===== src/rtl/spi_frame_pkg.sv =====
// Shared constants, frame layout and helpers for the SPI frame engine.
package spi_frame_pkg;

  localparam int unsigned NUM_REGS   = 10;
  localparam int unsigned FRAME_BITS = 16;

  localparam logic [3:0] CMD_NOP  = 4'h0;
  localparam logic [3:0] CMD_WR   = 4'h1;
  localparam logic [3:0] CMD_RD   = 4'h2;
  localparam logic [3:0] CMD_STAT = 4'h3;

  localparam logic [7:0] RESP_ERR = 8'hFF;

  typedef struct packed {
    logic [3:0] cmd;
    logic [3:0] addr;
    logic [7:0] val;
  } frame_t;

  // Increment that sticks at 255.
  function automatic logic [7:0] sat_inc8(input logic [7:0] v);
    return (v == 8'hFF) ? v : v + 8'd1;
  endfunction

endpackage


===== src/rtl/spi_cmd_decode.sv =====
// Combinational frame decoder: accept/reject decision and response word.
module spi_cmd_decode
  import spi_frame_pkg::*;
(
  input  frame_t                  frame,
  input  logic [8*NUM_REGS-1:0]   rd_regs,
  input  logic [7:0]              frame_count,
  input  logic [7:0]              err_count,
  output logic                    accept_wr_c,
  output logic                    reject_c,
  output logic [FRAME_BITS-1:0]   response_c
);

  logic addr_ok_c;

  assign addr_ok_c = 32'(frame.addr) < NUM_REGS;

  always_comb begin
    accept_wr_c = 1'b0;
    reject_c    = 1'b0;
    response_c  = {RESP_ERR, sat_inc8(err_count)};
    case (frame.cmd)
      CMD_NOP:  response_c = {8'h00, frame_count + 8'd1};
      CMD_WR: begin
        if (addr_ok_c) begin
          accept_wr_c = 1'b1;
          response_c  = {frame.cmd, frame.addr, frame.val};
        end else begin
          reject_c = 1'b1;
        end
      end
      CMD_RD: begin
        if (addr_ok_c) begin
          response_c = {frame.cmd, frame.addr, rd_regs[{frame.addr, 3'b000} +: 8]};
        end else begin
          reject_c = 1'b1;
        end
      end
      CMD_STAT: response_c = {frame_count + 8'd1, err_count};
      default:  reject_c = 1'b1;
    endcase
  end

endmodule


===== src/rtl/spi_frame_engine.sv =====
// SPI-domain front end: deserialises 16-bit frames, publishes writes via
// a stable bus + toggle, and returns each frame's response during the next.
module spi_frame_engine
  import spi_frame_pkg::*;
(
  input  logic                   spi_rx_clk_c,
  input  logic                   rst_low_i,
  input  logic                   spi_mosi_i,
  output logic                   spi_miso_o,
  input  logic [8*NUM_REGS-1:0]  rd_regs_i,
  output logic [FRAME_BITS-1:0]  wr_frame_o,
  output logic                   wr_toggle_o,
  output logic [7:0]             frame_count_o,
  output logic [7:0]             err_count_o
);

  logic [3:0]            bit_cnt;
  logic [FRAME_BITS-2:0] rx_shift;
  logic [FRAME_BITS-1:0] tx_shift;
  logic                  frame_end_c;
  frame_t                frame_c;
  logic                  accept_wr_c;
  logic                  reject_c;
  logic [FRAME_BITS-1:0] response_c;

  assign frame_end_c = (bit_cnt == 4'hF);
  assign frame_c     = {rx_shift, spi_mosi_i};
  assign spi_miso_o  = tx_shift[FRAME_BITS-1];

  spi_cmd_decode u_decode (
    .frame       (frame_c),
    .rd_regs     (rd_regs_i),
    .frame_count (frame_count_o),
    .err_count   (err_count_o),
    .accept_wr_c (accept_wr_c),
    .reject_c    (reject_c),
    .response_c  (response_c)
  );

  // Frame sync is purely bit-count based; only reset can realign it.
  always_ff @(posedge spi_rx_clk_c or negedge rst_low_i) begin
    if (!rst_low_i) begin
      bit_cnt       <= 4'd0;
      rx_shift      <= '0;
      tx_shift      <= 16'hFFFF;
      wr_frame_o    <= '0;
      wr_toggle_o   <= 1'b0;
      frame_count_o <= 8'd0;
      err_count_o   <= 8'd0;
    end else begin
      bit_cnt <= bit_cnt + 4'd1;
      if (frame_end_c) begin
        tx_shift      <= response_c;
        frame_count_o <= frame_count_o + 8'd1;
        if (accept_wr_c) begin
          wr_frame_o  <= frame_c;
          wr_toggle_o <= ~wr_toggle_o;
        end
        if (reject_c) begin
          err_count_o <= sat_inc8(err_count_o);
        end
      end else begin
        rx_shift <= {rx_shift[FRAME_BITS-3:0], spi_mosi_i};
        tx_shift <= {tx_shift[FRAME_BITS-2:0], 1'b1};
      end
    end
  end

endmodule


===== config.mk =====
export PLATFORM = sky130hd
export DESIGN_NAME = spi_frame_engine
export DESIGN_NICKNAME = d
export VERILOG_FILES = /design/src/rtl/spi_frame_pkg.sv /design/src/rtl/spi_cmd_decode.sv /design/src/rtl/spi_frame_engine.sv
export SDC_FILE = /design/constraint.sdc
export NUM_CORES = 1
export LEC_CHECK = 0
export BUFFER_PORTS_ARGS = -buffer_cell sky130_fd_sc_hd__buf_2
export CORE_ASPECT_RATIO = 0.8
export CORE_UTILIZATION = 50
export DETAILED_ROUTE_END_ITERATION = 10
export GPL_TIMING_DRIVEN = 0
export PLACE_DENSITY_LB_ADDON = 0.3
export SYNTH_ARGS = -nofsm -noshare
export SYNTH_HDL_FRONTEND = slang
export SYNTH_SLANG_ARGS = --single-unit

===== constraint.sdc =====
create_clock -name spi_rx_clk_c -period 2 [get_ports spi_rx_clk_c]
set_input_delay 0.2 -clock spi_rx_clk_c [delete_from_list [all_inputs] [get_ports spi_rx_clk_c]]
set_output_delay 0.2 -clock spi_rx_clk_c [all_outputs]
set_load 0.05 [all_outputs]

==> results.md <==
- Seq/Total Area, Yosys: 42.48%
- Fin Hold WS: 0.1339 ns
- Switching Fraction: 29.21%
- Initial antenna violation count: 0
- Most common cell after layout, fill and taps aside: buf_2
- Synth Area in Compound Gates: 15.38%
- Final hold vios: 0
- WP data required: 2.26 ns
- HPWL Detailed: 8.807 mm
- Synth-to-Final Area Change: 24.85%
- Flops & latches, synth: 68
- VDD IR max: 546.1 uV
- First-pass GRT wire length: 18.60 mm
- Status: finished, final reports clean
- Die ar.: 8472 um^2
- CTS tree: built
- DR DRC count: 0
- Largest net degree at the start of global routing: 69
- Final Skew: 0.009760 ns
- Io pins: 117
- Worst slew margin: 44.30%
- Average wire per cell in the routed design: 17.62 um
- Mapped Area: 4053 um^2
- DP Area: 4770 um^2
- DRT iter0 DRCs: 314
- Lkg Pwr: 0.002384 uW
- Die width: 102.7 um
- Ys Warns: 0
- Main flop type after synthesis: dfrtp_1
- Kind of critical path: register to register
- Max-Cap Viols: 0
- Core Util, Final: 66.56%
- Setup Viol. Count Final: 0
- Vias in the first global route: 3705
- Cells after synthesis: 414
- Min-delay worst type: input port to register
- Synthesized area per cell: 9.789 um^2
- H-tree depth: 3
- CP Capture Type: register
- XOR/XNOR share of the synthesized area: 4.538%
- Layout cells sized above 1: 37.11%
- Clock Latency Late Sink: 0.35 ns
- Ranking of synthesized cells by area: dfrtp_1 (32%), dfstp_2 (10%), mux4_2 (7.8%), nand2_1 (7.4%), mux2i_1 (3.2%)
- Mapped Nets: 500
- Max Root-Sink Buffers: 2
- Die H: 82.53 um
- Routed Antenna Nets: 0
- Design area: 5060 um^2
- Mux cell area share after synthesis: 15.71%
- Initial Util: 53.31%
- # clock sinks: 68
- Clock power share: 34.9%
- Int Pwr: 2269 uW
- EDFF count, synth: 0
- Nets: 628
- CP Launch Type: register
- Total CTS buffers: 9
- CP Data Arrival Time: 2.20 ns
- Synth async-reset ratio: 100.0%
- Total gr overflow: 0
- Port bufs: 116
- Most frequent cells in the layout: buf_2 (120), nand2_1 (80), dfrtp_1 (48), a21oi_1 (24), nor2_1 (22)
- CTS Root Cell: clkbuf_8
- Yosys top cell by area: dfrtp_1
- Largest fanout on the critical path: 8
- Yosys top cell area share: 32.11%
- Slew @ Worst Pin: 0.8354 ns
- Clk slew on worst S/H paths: 0.07 ns
- # rows: 28
- Adder-Cell Fraction of Synth Area: 0.9262%
- Post-route minimum period: 1.939 ns
- DR vias: 3757
- Filler instances: 650
- Vias/cell: 5.762
- Largest family of logic cells by synthesized area: simple AND/OR/NAND/NOR gates
- Total GRT Usage: 29.76%
- Post-Route WL: 11.49 mm
- Comb pwr share: 17.8%
- Core Region: 7602 um^2
- RD Place Congestion: 0.9136
- Sw power: 936.1 uW
- Cell Pwr Density: 633.4 nW/um^2
- ANT cells: 0
- Reg power frac: 47.2%
- Unique cell type count in the Yosys netlist: 59
- DRT Pass-1 Iters: 5
- Final period util: 96.97%
- Simple-gate share of the synthesized area: 17.44%
- FMAX: 0.5156 GHz
- Max-slew violation count: 0
- Setup TNS: 0 ns
- RSZ-0062 raised after global routing: no
==> metal layers <==
layer / GRT usage (%) / up-vias / routed length (um)
met4: 10.86 / 0 / 274
met2: 47.53 / 114 / 5336
met3: 6.734 / 29 / 675
li1: - / 1758 / -
met5: 0 / - / 0
met1: 39.82 / 1856 / 5204
==> what timing repair did <==
item | CTS | global route
pin swaps | 2 | 1
hold buffers | 1 | 0
setup buffers | 1 | 3
endpoints found under the hold margin | 52 | 0
resized for setup | 7 | 19
setup endpoints to repair | 30 | 20
==> worst max-delay path, stage by stage, from the launching register on <==
cell and delay (ns):
dfrtp_2 0.49, ha_2 0.26, nand3_1 0.17, a21oi_1 0.10, a2111o_1 0.40, a221oi_1 0.29, o32ai_1 0.15
==> final timing paths <==
path	from	endpoint	slack, ns	cells past startpoint
min in group asynchronous	rst_low_i	err_count_o[2]	0.47	2
hold / removal	spi_mosi_i	rx_shift[0]	0.13	3
setup / recovery	err_count_o[0]	tx_shift[4]	0.06	6
setup reg to reg	err_count_o[0]	tx_shift[4]	0.06	6
max in group asynchronous	rst_low_i	rx_shift[7]	0.90	2
hold reg to reg	tx_shift[10]	tx_shift[11]	0.46	2
==> per-stage QoR <==
stage	power (uW)	setup WS, ns	std cells
2_1_floorplan	1873	0.04847	414
3_3_place_gp	2077	-0.2039	635
3_5_place_dp	2091	-0.3004	635
4_1_cts	3223	0.004384	652
5_1_grt	3338	0.003936	652
6_report	3205	0.06062	652
==> power groups by stage <==
stage | combinational [uW] | clock, uW | sequential, uW
after floorplan | 277 | 0 | 1600
after global placement | 551 | 0 | 1530
after detailed placement | 560 | 0 | 1530
after CTS | 567 | 1150 | 1510
after global routing | 623 | 1190 | 1520
final | 571 | 1120 | 1510
==> area by class of cell <==
cell class / instances / area (um^2) / area share (%)
plain buffers: 24 / 126.4 / 2.498
clock buffers: 10 / 127.6 / 2.522
clock inverters: 6 / 63.81 / 1.261
inverters: 2 / 7.507 / 0.1484
multi-input cells: 316 / 2253 / 44.54
flip-flops and latches: 68 / 1727 / 34.12
well taps: 105 / 131.4 / 2.596
repair buffers: 121 / 623.1 / 12.31
==> cells in the mapped netlist (all sizes together) (4+ instances only) <==
master / instances
a21oi: 24
a31oi: 11
and2: 4
and3: 4
buf: 11
clkbuf: 17
dfrtp: 52
dfstp: 16
mux2: 17
mux2i: 13
mux4: 14
nand2: 80
nand2b: 7
nand3: 13
nor2: 24
nor3: 10
o21a: 5
o21ai: 17
o22ai: 5
xnor2: 10
xor2: 11
==> registers in the layout (all words and copies together) (netlist names) <==
signal and flops:
bit_cnt 4, err_count_o 8, frame_count_o 8, rx_shift 15
tx_shift 16, wr_frame_o 16, wr_toggle_o 1
==> cells by family (layout without fill, tap and decap cells) <==
logic type / Yosys count / count (layout)
XOR/XNOR: 21 / 21
AND/OR/NAND/NOR: 154 / 154
adder cells (fa/ha/maj): 3 / 3
AO/OA/AOI/OAI: 94 / 94
multiplexers: 44 / 44
buffers and inverters: 30 / 163
flip-flops: 68 / 68
Power figures use the tool's default switching activity.
